===== config.mk =====
export PLATFORM = sky130hd
export DESIGN_NAME = mainfsm_flat
export DESIGN_NICKNAME = d
export VERILOG_FILES = /design/src/rtl/mainfsm_pkg.sv /design/src/rtl/mainfsm_if.sv /design/src/rtl/flopr.sv /design/src/rtl/mainfsm.sv /design/src/flat_wrapper.sv
export SDC_FILE = /design/constraint.sdc
export NUM_CORES = 1
export LEC_CHECK = 0
export CAP_MARGIN = 20
export CELL_PAD_IN_SITES_DETAIL_PLACEMENT = 0
export CELL_PAD_IN_SITES_GLOBAL_PLACEMENT = 1
export CORE_MARGIN = 2
export CORE_UTILIZATION = 21
export DETAILED_ROUTE_END_ITERATION = 16
export PLACE_DENSITY = 0.83
export SLEW_MARGIN = 20
export SYNTH_ARGS = -nofsm -noshare
export SYNTH_HDL_FRONTEND = slang
export SYNTH_SLANG_ARGS = --single-unit

===== constraint.sdc =====
create_clock -name clk -period 1.6 [get_ports clk]
set_clock_uncertainty 0.1 [all_clocks]
set_input_delay 0.32 -clock clk [delete_from_list [all_inputs] [get_ports clk]]
set_output_delay 0.32 -clock clk [all_outputs]
set_load 0.005 [all_outputs]

===== src/rtl/mainfsm_pkg.sv =====
// rtl/mainfsm_pkg.sv - state encoding, datapath select codes and control word for mainfsm
// MAINFSM_ILLEGAL_TRAP_EN adds the UNKNOWN trap state.
package mainfsm_pkg;

    typedef enum logic [3:0] {
        FETCH    = 4'd0,
        DECODE   = 4'd1,
        MEMADR   = 4'd2,
        MEMRD    = 4'd3,
        MEMWB    = 4'd4,
        MEMWR    = 4'd5,
        EXECUTER = 4'd6,
        EXECUTEI = 4'd7,
        ALUWB    = 4'd8,
        BRANCH   = 4'd9
`ifdef MAINFSM_ILLEGAL_TRAP_EN
        , UNKNOWN = 4'd10
`endif
    } state_e;

    localparam logic [1:0] SRCA_REG   = 2'b00;
    localparam logic [1:0] SRCA_PC    = 2'b01;

    localparam logic [1:0] SRCB_REG   = 2'b00;
    localparam logic [1:0] SRCB_IMM   = 2'b01;
    localparam logic [1:0] SRCB_FOUR  = 2'b10;

    localparam logic [1:0] RES_ALUOUT = 2'b00;
    localparam logic [1:0] RES_DATA   = 2'b01;
    localparam logic [1:0] RES_ALU    = 2'b10;

    localparam logic [1:0] OP_DP      = 2'b00;
    localparam logic [1:0] OP_MEM     = 2'b01;
    localparam logic [1:0] OP_BR      = 2'b10;
    localparam logic [1:0] OP_UNDEF   = 2'b11;

    typedef struct packed {
        logic       irwrite;
        logic       adrsrc;
        logic [1:0] alusrca;
        logic [1:0] alusrcb;
        logic [1:0] resultsrc;
        logic       aluop;
        logic       nextpc;
        logic       regw;
        logic       memw;
        logic       branch;
    } ctrl_t;

endpackage


===== src/rtl/mainfsm_if.sv =====
// rtl/mainfsm_if.sv - instruction-class inputs and control outputs of mainfsm
// MAINFSM_ILLEGAL_TRAP_EN adds the Illegal flag.
interface mainfsm_if;
    logic [1:0] Op;
    logic [5:0] Funct;
    logic       IRWrite;
    logic       AdrSrc;
    logic [1:0] ALUSrcA;
    logic [1:0] ALUSrcB;
    logic [1:0] ResultSrc;
    logic       ALUOp;
    logic       NextPC;
    logic       RegW;
    logic       MemW;
    logic       Branch;
`ifdef MAINFSM_ILLEGAL_TRAP_EN
    logic       Illegal;

    modport master (
        input  Op, Funct,
        output IRWrite, AdrSrc, ALUSrcA, ALUSrcB, ResultSrc, ALUOp,
               NextPC, RegW, MemW, Branch, Illegal
    );
    modport slave (
        output Op, Funct,
        input  IRWrite, AdrSrc, ALUSrcA, ALUSrcB, ResultSrc, ALUOp,
               NextPC, RegW, MemW, Branch, Illegal
    );
`else
    modport master (
        input  Op, Funct,
        output IRWrite, AdrSrc, ALUSrcA, ALUSrcB, ResultSrc, ALUOp,
               NextPC, RegW, MemW, Branch
    );
    modport slave (
        output Op, Funct,
        input  IRWrite, AdrSrc, ALUSrcA, ALUSrcB, ResultSrc, ALUOp,
               NextPC, RegW, MemW, Branch
    );
`endif
endinterface


===== src/rtl/flopr.sv =====
// rtl/flopr.sv - resettable register, synchronous active-high reset to zero
module flopr #(
    parameter int WIDTH = 8
) (
    input  logic             clk,
    input  logic             reset,
    input  logic [WIDTH-1:0] d,
    output logic [WIDTH-1:0] q
);
    always_ff @(posedge clk) begin
        if (reset) q <= '0;
        else       q <= d;
    end
endmodule


===== src/rtl/mainfsm.sv =====
// rtl/mainfsm.sv - Moore main control FSM of the multicycle ARM decoder
// MAINFSM_ILLEGAL_TRAP_EN: Op=11 traps in UNKNOWN and raises Illegal until reset.
module mainfsm
    import mainfsm_pkg::*;
(
    input  logic      clk,
    input  logic      reset,
    mainfsm_if.master bus
);
    state_e     state_q;
    state_e     state_d;
    logic [3:0] state_bits;
    ctrl_t      ctrl;
    logic       funct_unused;

    // FETCH encodes as zero, so the flop's clear-to-zero is the reset state.
    flopr #(.WIDTH(4)) u_state (
        .clk   (clk),
        .reset (reset),
        .d     (state_d),
        .q     (state_bits)
    );

    assign state_q      = state_e'(state_bits);
    assign funct_unused = ^bus.Funct[4:1];

    always_comb begin
        state_d = FETCH;
        ctrl    = '0;
        case (state_q)
            FETCH: begin
                state_d        = DECODE;
                ctrl.irwrite   = 1'b1;
                ctrl.alusrca   = SRCA_PC;
                ctrl.alusrcb   = SRCB_FOUR;
                ctrl.resultsrc = RES_ALU;
                ctrl.nextpc    = 1'b1;
            end
            DECODE: begin
                ctrl.alusrca   = SRCA_PC;
                ctrl.alusrcb   = SRCB_FOUR;
                ctrl.resultsrc = RES_ALU;
                case (bus.Op)
                    OP_DP:   state_d = bus.Funct[5] ? EXECUTEI : EXECUTER;
                    OP_MEM:  state_d = MEMADR;
                    OP_BR:   state_d = BRANCH;
`ifdef MAINFSM_ILLEGAL_TRAP_EN
                    default: state_d = UNKNOWN;
`else
                    default: state_d = FETCH;
`endif
                endcase
            end
            MEMADR: begin
                state_d      = bus.Funct[0] ? MEMRD : MEMWR;
                ctrl.alusrca = SRCA_REG;
                ctrl.alusrcb = SRCB_IMM;
            end
            MEMRD: begin
                state_d     = MEMWB;
                ctrl.adrsrc = 1'b1;
            end
            MEMWB: begin
                ctrl.resultsrc = RES_DATA;
                ctrl.regw      = 1'b1;
            end
            MEMWR: begin
                ctrl.adrsrc = 1'b1;
                ctrl.memw   = 1'b1;
            end
            EXECUTER: begin
                state_d      = ALUWB;
                ctrl.alusrcb = SRCB_REG;
                ctrl.aluop   = 1'b1;
            end
            EXECUTEI: begin
                state_d      = ALUWB;
                ctrl.alusrcb = SRCB_IMM;
                ctrl.aluop   = 1'b1;
            end
            ALUWB: begin
                ctrl.regw = 1'b1;
            end
            BRANCH: begin
                ctrl.alusrcb   = SRCB_IMM;
                ctrl.resultsrc = RES_ALU;
                ctrl.branch    = 1'b1;
            end
`ifdef MAINFSM_ILLEGAL_TRAP_EN
            UNKNOWN: begin
                state_d = UNKNOWN;
            end
`endif
            default: begin
                state_d = FETCH;
            end
        endcase
    end

    assign bus.IRWrite   = ctrl.irwrite;
    assign bus.AdrSrc    = ctrl.adrsrc;
    assign bus.ALUSrcA   = ctrl.alusrca;
    assign bus.ALUSrcB   = ctrl.alusrcb;
    assign bus.ResultSrc = ctrl.resultsrc;
    assign bus.ALUOp     = ctrl.aluop;
    assign bus.NextPC    = ctrl.nextpc;
    assign bus.RegW      = ctrl.regw;
    assign bus.MemW      = ctrl.memw;
    assign bus.Branch    = ctrl.branch;
`ifdef MAINFSM_ILLEGAL_TRAP_EN
    assign bus.Illegal   = (state_q == UNKNOWN);
`endif

endmodule

===== src/flat_wrapper.sv =====
// flat-port wrapper written by rule: the top's interface ports become plain ports
module mainfsm_flat import mainfsm_pkg::*;
  (clk, reset, bus_Op, bus_Funct, bus_IRWrite, bus_AdrSrc, bus_ALUSrcA, bus_ALUSrcB, bus_ResultSrc, bus_ALUOp, bus_NextPC, bus_RegW, bus_MemW, bus_Branch);
  mainfsm_if bus_i ();
  input  logic clk;
  input  logic reset;
  input wire logic [$bits(bus_i.Op)-1:0] bus_Op;
  input wire logic [$bits(bus_i.Funct)-1:0] bus_Funct;
  output wire logic [$bits(bus_i.IRWrite)-1:0] bus_IRWrite;
  output wire logic [$bits(bus_i.AdrSrc)-1:0] bus_AdrSrc;
  output wire logic [$bits(bus_i.ALUSrcA)-1:0] bus_ALUSrcA;
  output wire logic [$bits(bus_i.ALUSrcB)-1:0] bus_ALUSrcB;
  output wire logic [$bits(bus_i.ResultSrc)-1:0] bus_ResultSrc;
  output wire logic [$bits(bus_i.ALUOp)-1:0] bus_ALUOp;
  output wire logic [$bits(bus_i.NextPC)-1:0] bus_NextPC;
  output wire logic [$bits(bus_i.RegW)-1:0] bus_RegW;
  output wire logic [$bits(bus_i.MemW)-1:0] bus_MemW;
  output wire logic [$bits(bus_i.Branch)-1:0] bus_Branch;
  assign bus_i.Op = bus_Op;
  assign bus_i.Funct = bus_Funct;
  assign bus_IRWrite = bus_i.IRWrite;
  assign bus_AdrSrc = bus_i.AdrSrc;
  assign bus_ALUSrcA = bus_i.ALUSrcA;
  assign bus_ALUSrcB = bus_i.ALUSrcB;
  assign bus_ResultSrc = bus_i.ResultSrc;
  assign bus_ALUOp = bus_i.ALUOp;
  assign bus_NextPC = bus_i.NextPC;
  assign bus_RegW = bus_i.RegW;
  assign bus_MemW = bus_i.MemW;
  assign bus_Branch = bus_i.Branch;
  mainfsm u_core (.clk(clk), .reset(reset), .bus(bus_i));
endmodule

### Word level (Yosys, flattened, before mapping)

Cells that the tools add are included.

| word-level totals | value |
|---|---|
| flip-flop bits (word level) | 4 |
| latch bits | 0 |
| RAM bits | 0 |
| memory bits (read-only) | 0 |
| input bits | 10 |
| output and inout port bits | 13 |
| word-level logic and storage cells | 33 |
| memories | 0 |

| operators by class | value |
|---|---|
| $add $sub $neg | 0 |
| $mul | 0 |
| div/mod/pow operators | 0 |
| magnitude comparators | 0 |
| equal/unequal tests | 11 |
| shift-type cells | 0 |
| muxes and demuxes | 13 |
| bitwise logic cells | 0 |
| reduce and logical (&&, ||, !) cells | 8 |

Operator list:

| cell | count |
|---|---|
| 4-bit one-hot mux with 5 select lines | 1 |
| 4-bit by 3-bit equality test with 1-bit output, second input constant | 4 |
| 4-bit one-hot mux with 3 select lines | 1 |
| 4-bit by 2-bit equality test with 1-bit output, second input constant | 2 |
| 4-bit equality test, second input constant | 2 |
| 1-bit two-way mux | 8 |
| 2-bit one-hot mux with 2 select lines | 2 |
| 2-bit OR reduction | 4 |
| 3-bit OR reduction | 2 |
| 4-bit by 1-bit equality test with 1-bit output, second input constant | 1 |
| 4-bit logical NOT | 1 |
| 3-bit two-way mux | 1 |
| 2-bit by 1-bit equality test with 1-bit output, second input constant | 1 |
| 2-bit equality test, second input constant | 1 |
| 2-bit logical NOT | 1 |

### Depth between registers and ports, before layout

| logic depth | value |
|---|---|
| depth in word-level cells | 3 |
| gate-level depth with buffers | 4 |
| gate-level depth less buffers | 3 |

### By module

A second synthesis with hierarchy kept.

| unflattened totals | value |
|---|---|
| cells, all modules | 44 |
| area, all modules | 314.1 µm² |

By module, submodules not included:

| module | instances | cells each | area each (µm²) | seq. area each (µm²) |
|---|---|---|---|---|
| mainfsm | 1 | 36 | 209.0 | 0.0 |
| flopr | 1 | 8 | 105.1 | 80.1 |

### Least setup slack after synthesis

Ideal clock, no wire load.

| timing path | value |
|---|---|
| path type | reg-to-output |
| from | register u_core.u_state.q[1] |
| to | output port bus_NextPC |
| arrival time | 1.035 ns |
| data required time | 1.180 ns |
| path slack | 0.145 ns |
| stages on the path, launching flop included | 4 |
| path buffers | 2 |
| path through | dfxtp_1 > buf_4 > nor4_1 > buf_4 |

| on the way | value |
|---|---|
| cells in the longest elaborated chain, start to end | 2 |

Ends and longest elaborated chain:

| item | line | RTL |
|---|---|---|
| start: declaration | flopr.sv:8 | `output logic [WIDTH-1:0] q` |
| start signal: assignment | flopr.sv:11 | `if (reset) q <= '0;` |
| start signal: assignment | flopr.sv:12 | `else q <= d;` |
| 4-bit logical NOT | - |  |
| 1-bit two-way mux | - |  |
| end: declaration | flat_wrapper.sv:15 | `output wire logic [$bits(bus_i.NextPC)-1:0] bus_NextPC;` |

Every way passes these cells.

### Worst setup path after layout

| timing path | value |
|---|---|
| from | register u_core.u_state.q[3] |
| to | output port bus_ALUSrcB[0] |

| on the way | value |
|---|---|
| cells in the longest elaborated chain, start to end | 3 |
| elaborated cells between the ends (all ways) | 8 |
| classes of those cells | eq/ne (4); mux (1); reduce/logical (3) |

Ends and longest elaborated chain:

| item | line | RTL |
|---|---|---|
| 4-bit by 2-bit equality test with 1-bit output, or another cell as far along | mainfsm.sv:30 | `case (state_q)` |
| 3-bit OR reduction (no line) / 2-bit OR reduction (equally long branches) | - |  |
| 2-bit one-hot mux with 2 select lines * | mainfsm.sv:30 |  |
| end: declaration | flat_wrapper.sv:12 | `output wire logic [$bits(bus_i.ALUSrcB)-1:0] bus_ALUSrcB;` |

Every way passes the cells marked *; elsewhere a longest branch is shown, timed or not.

==> out/metrics.json <==
{
  "outcome": "finished, violations left",
  "violated_checks": "negative setup slack",
  "top_flop_regs": "u_core.u_state.q: 4 flops",
  "grt_usage_pct": 10.88,
  "post-layout-total-power_uw": 420.3,
  "required_ns": 1.18,
  "cpLargestDelayFamily": "flip-flops",
  "synth_cells": 42,
  "gp_routability_congestion": 0.7640,
  "final_util_pct": 47.11,
  "yosysWarnings": 0,
  "netlist_top_cells_area": "dfxtp_1, buf_4, nand2b_1, nor3_1, nor2_1",
  "max-clock-path-buffers": 2,
  "post_dp_cell_area_um2": 569.3,
  "cts.sink_count": 4,
  "globalRouteMet3Util_pct": 5.106,
  "fin_ws_ns": -0.01287,
  "critPathMaxFanout": 6,
  "timing.critical_path.cells": "and3b_1 -> a211o_1 -> clkbuf_2",
  "number_of_global_route_vias_before_repair": 357,
  "end_kind": "output port",
  "number_of_nets_in_the_synthesized_netlist": 52,
  "core-area_um2": 1471,
  "layout.nets": 88,
  "synthToLayoutAreaGrowth_pct": 116.4,
  "starting_utilization_of_the_core_area_pct": 21.77,
  "synth_edf_count": 0,
  "htree_num_levels": 1,
  "seq_area_frac_synth_pct": 25.00,
  "cts_root_buffer": "clkbuf_4",
  "routedWlPerCell_um": 10.35,
  "max_clock_freq_ghz": 0.6200,
  "insertedDiodeCount": 0,
  "worst_setup_hold_path_clk_slew_ns": 0.04,
  "worst_setup_path_start_kind": "register",
  "power-per-cell-area_nw_per_um2": 606.4,
  "grt_max_degree": 8,
  "fin_cells": 92,
  "worst-setup-path-type": "reg2out",
  "cp_slowest_stage_delay_ns": 0.37,
  "dr.first_iter.drc_count": 7,
  "numCtsBuffers": 3,
  "worst_hold_path_type": "reg2reg",
  "hold_viol": 0,
  "syn_area_per_cell_um2": 7.626,
  "synthMostInstantiatedCell": "nor2_1",
  "global_route.peak_usage_layer": "met2",
  "cellLeakagePower_uw": 0.0003163,
  "finalCriticalPeriod_ns": 1.613,
  "use_met2_pct": 15.76,
  "detail_route.drc_violations": 0,
  "core.rowCount": 14,
  "layout-drive-gt1-share_pct": 63.16,
  "async_reset_ff_share_pct": 0,
  "detail_route.wirelength_um": 952,
  "dieHeight_um": 43.06,
  "pin_count": 23,
  "timing.critical_path.buf_inv": 1,
  "place_inst": 83,
  "final_worst_path_cycle_share_pct": 100.8,
  "synth.largest_area_cell": "dfxtp_1",
  "max-vdd-ir-drop_v": 0.0004699,
  "synth_top_cell_area_share_pct": 25.00,
  "netlist_top_cells_count": "nor2_1, buf_4, dfxtp_1, nand2b_1, nor3_1",
  "die_w_um": 43.06,
  "clkLatencyLatePin_ns": 0.23,
  "residual_overflow_from_global_routing": 0,
  "first_pass_iters": 4,
  "worst_path_max_delay_cell": "dfxtp_4",
  "route.detailed.vias_per_inst": 4.609,
  "largest_register_ffs": 4,
  "final_instance_area_um2": 693.2,
  "place.detailed.hpwl_um": 617.5,
  "timing_max_transition_violations_final": 0,
  "post_cts_hold_buffer_count": 0,
  "totalNegativeSetupSlack_ns": -0.02568,
  "grtUsageMet1_pct": 14.14,
  "fp.dieArea_um2": 1854,
  "synth_cell_type_count": 23,
  "io_buffers": 17,
  "number_of_nets_with_antenna_violations_after_detailed_routing": 0,
  "syn_area_um2": 320.3,
  "detailroute.via_count": 424,
  "leading_register_cell_type_out_of_synthesis": "dfxtp_1",
  "global_route_wire_length_before_repair_um": 1469,
  "ys_ff_latch": 4,
  "rsz0062_at_grt": "true",
  "timing.critical_path.arrival_ns": 1.19,
  "cts_tree": "done",
  "grt_antenna_before_repair": 0,
  "regMostFlops": "u_core.u_state.q",
  "max-cap-violations": 0,
  "number_of_setup_violations_in_the_final_report": 2
}
-- worst paths after layout --
check / from / endpoint / slack, ns / depth (start not counted)
max reg2reg: u_core.u_state.q[3] / u_core.u_state.q[3] / 0.31 / 7
min: u_core.u_state.q[0] / u_core.u_state.q[3] / 0.53 / 2
max: u_core.u_state.q[3] / bus_ALUSrcB[0] / -0.01 / 3
min reg2reg: u_core.u_state.q[0] / u_core.u_state.q[3] / 0.53 / 2
-- worst register-to-register path, cell delays in order (launching register included) --
cell	delay (ns)
dfxtp_4	0.37
buf_6	0.11
buf_6	0.09
nor3_4	0.03
buf_4	0.12
buf_4	0.12
a41oi_1	0.19
nor2_1	0.05
-- cells by family (layout without fill, tap and decap cells) --
logic type,after synthesis,after routing,share of synthesized area [%]
compound gates,8,8,16.02
buf+inv,8,42,16.80
flops,4,4,25.00
xor+xnor,1,1,2.735
other cells,1,1,1.171
simple gates,20,20,38.29
-- metal layers --
| metal | wire length (µm) | up-vias |
|---|---|---|
| met1 | 368 | 191 |
| li1 | - | 213 |
| met3 | 89 | 0 |
| met5 | 0 | - |
| met2 | 494 | 20 |
| met4 | 0 | 0 |
-- cell usage in the layout (no fill, tap or decap), drive strengths merged --
| cell | instances |
|---|---|
| buf | 28 |
| clkdlybuf4s50 | 5 |
| nor2 | 5 |
| nor3 | 5 |
| clkbuf | 5 |
| dfxtp | 4 |
| nand2b | 4 |
| inv | 2 |
| o21ai | 2 |
| a21oi | 2 |
| and3b | 1 |
| nor4 | 1 |
| or2 | 1 |
| nor4b | 1 |
| a211o | 1 |
| a211oi | 1 |
| xnor2 | 1 |
| or3 | 1 |
| nor3b | 1 |
| a31oi | 1 |
| a41oi | 1 |
| conb | 1 |
| dlygate4sd2 | 1 |
| clkdlybuf4s15 | 1 |
-- repair_timing --
action / in CTS / in global routing
gates resized for setup: 55 / 8
endpoints found under the hold margin: 0 / 0
setup endpoints to repair: 12 / 6
setup buffers: 5 / 1
pin swaps: 3 / 2
-- cell type report --
| cell class | instances | area (µm²) |
|---|---|---|
| clock buffers | 3 | 22.52 |
| fillers | 153 | 778.2 |
| inverters | 2 | 7.507 |
| multi-input cells | 30 | 261.5 |
| flip-flops and latches | 4 | 95.09 |
| well taps | 16 | 20.02 |
| repair buffers | 37 | 286.5 |
-- power by group --
part / internal, µW / leakage [µW] / total [µW] / switching [µW]
sequential: 106 / 0.0000356 / 121 / 15.6
clock: 83.7 / 0.0000138 / 123 / 39.6
combinational: 112 / 0.000267 / 176 / 64.1
-- metrics by stage --
step | setup slack, ns | hold WS [ns]
6_report | -0.01287 | 0.5266
5_1_grt | -0.09756 | 0.5450
4_1_cts | -0.1069 | 0.5497
3_5_place_dp | -0.2131 | 0.5591
3_3_place_gp | -0.2052 | 0.5680
2_1_floorplan | 0.1455 | 0.2924
Power figures use the tool's default switching activity.
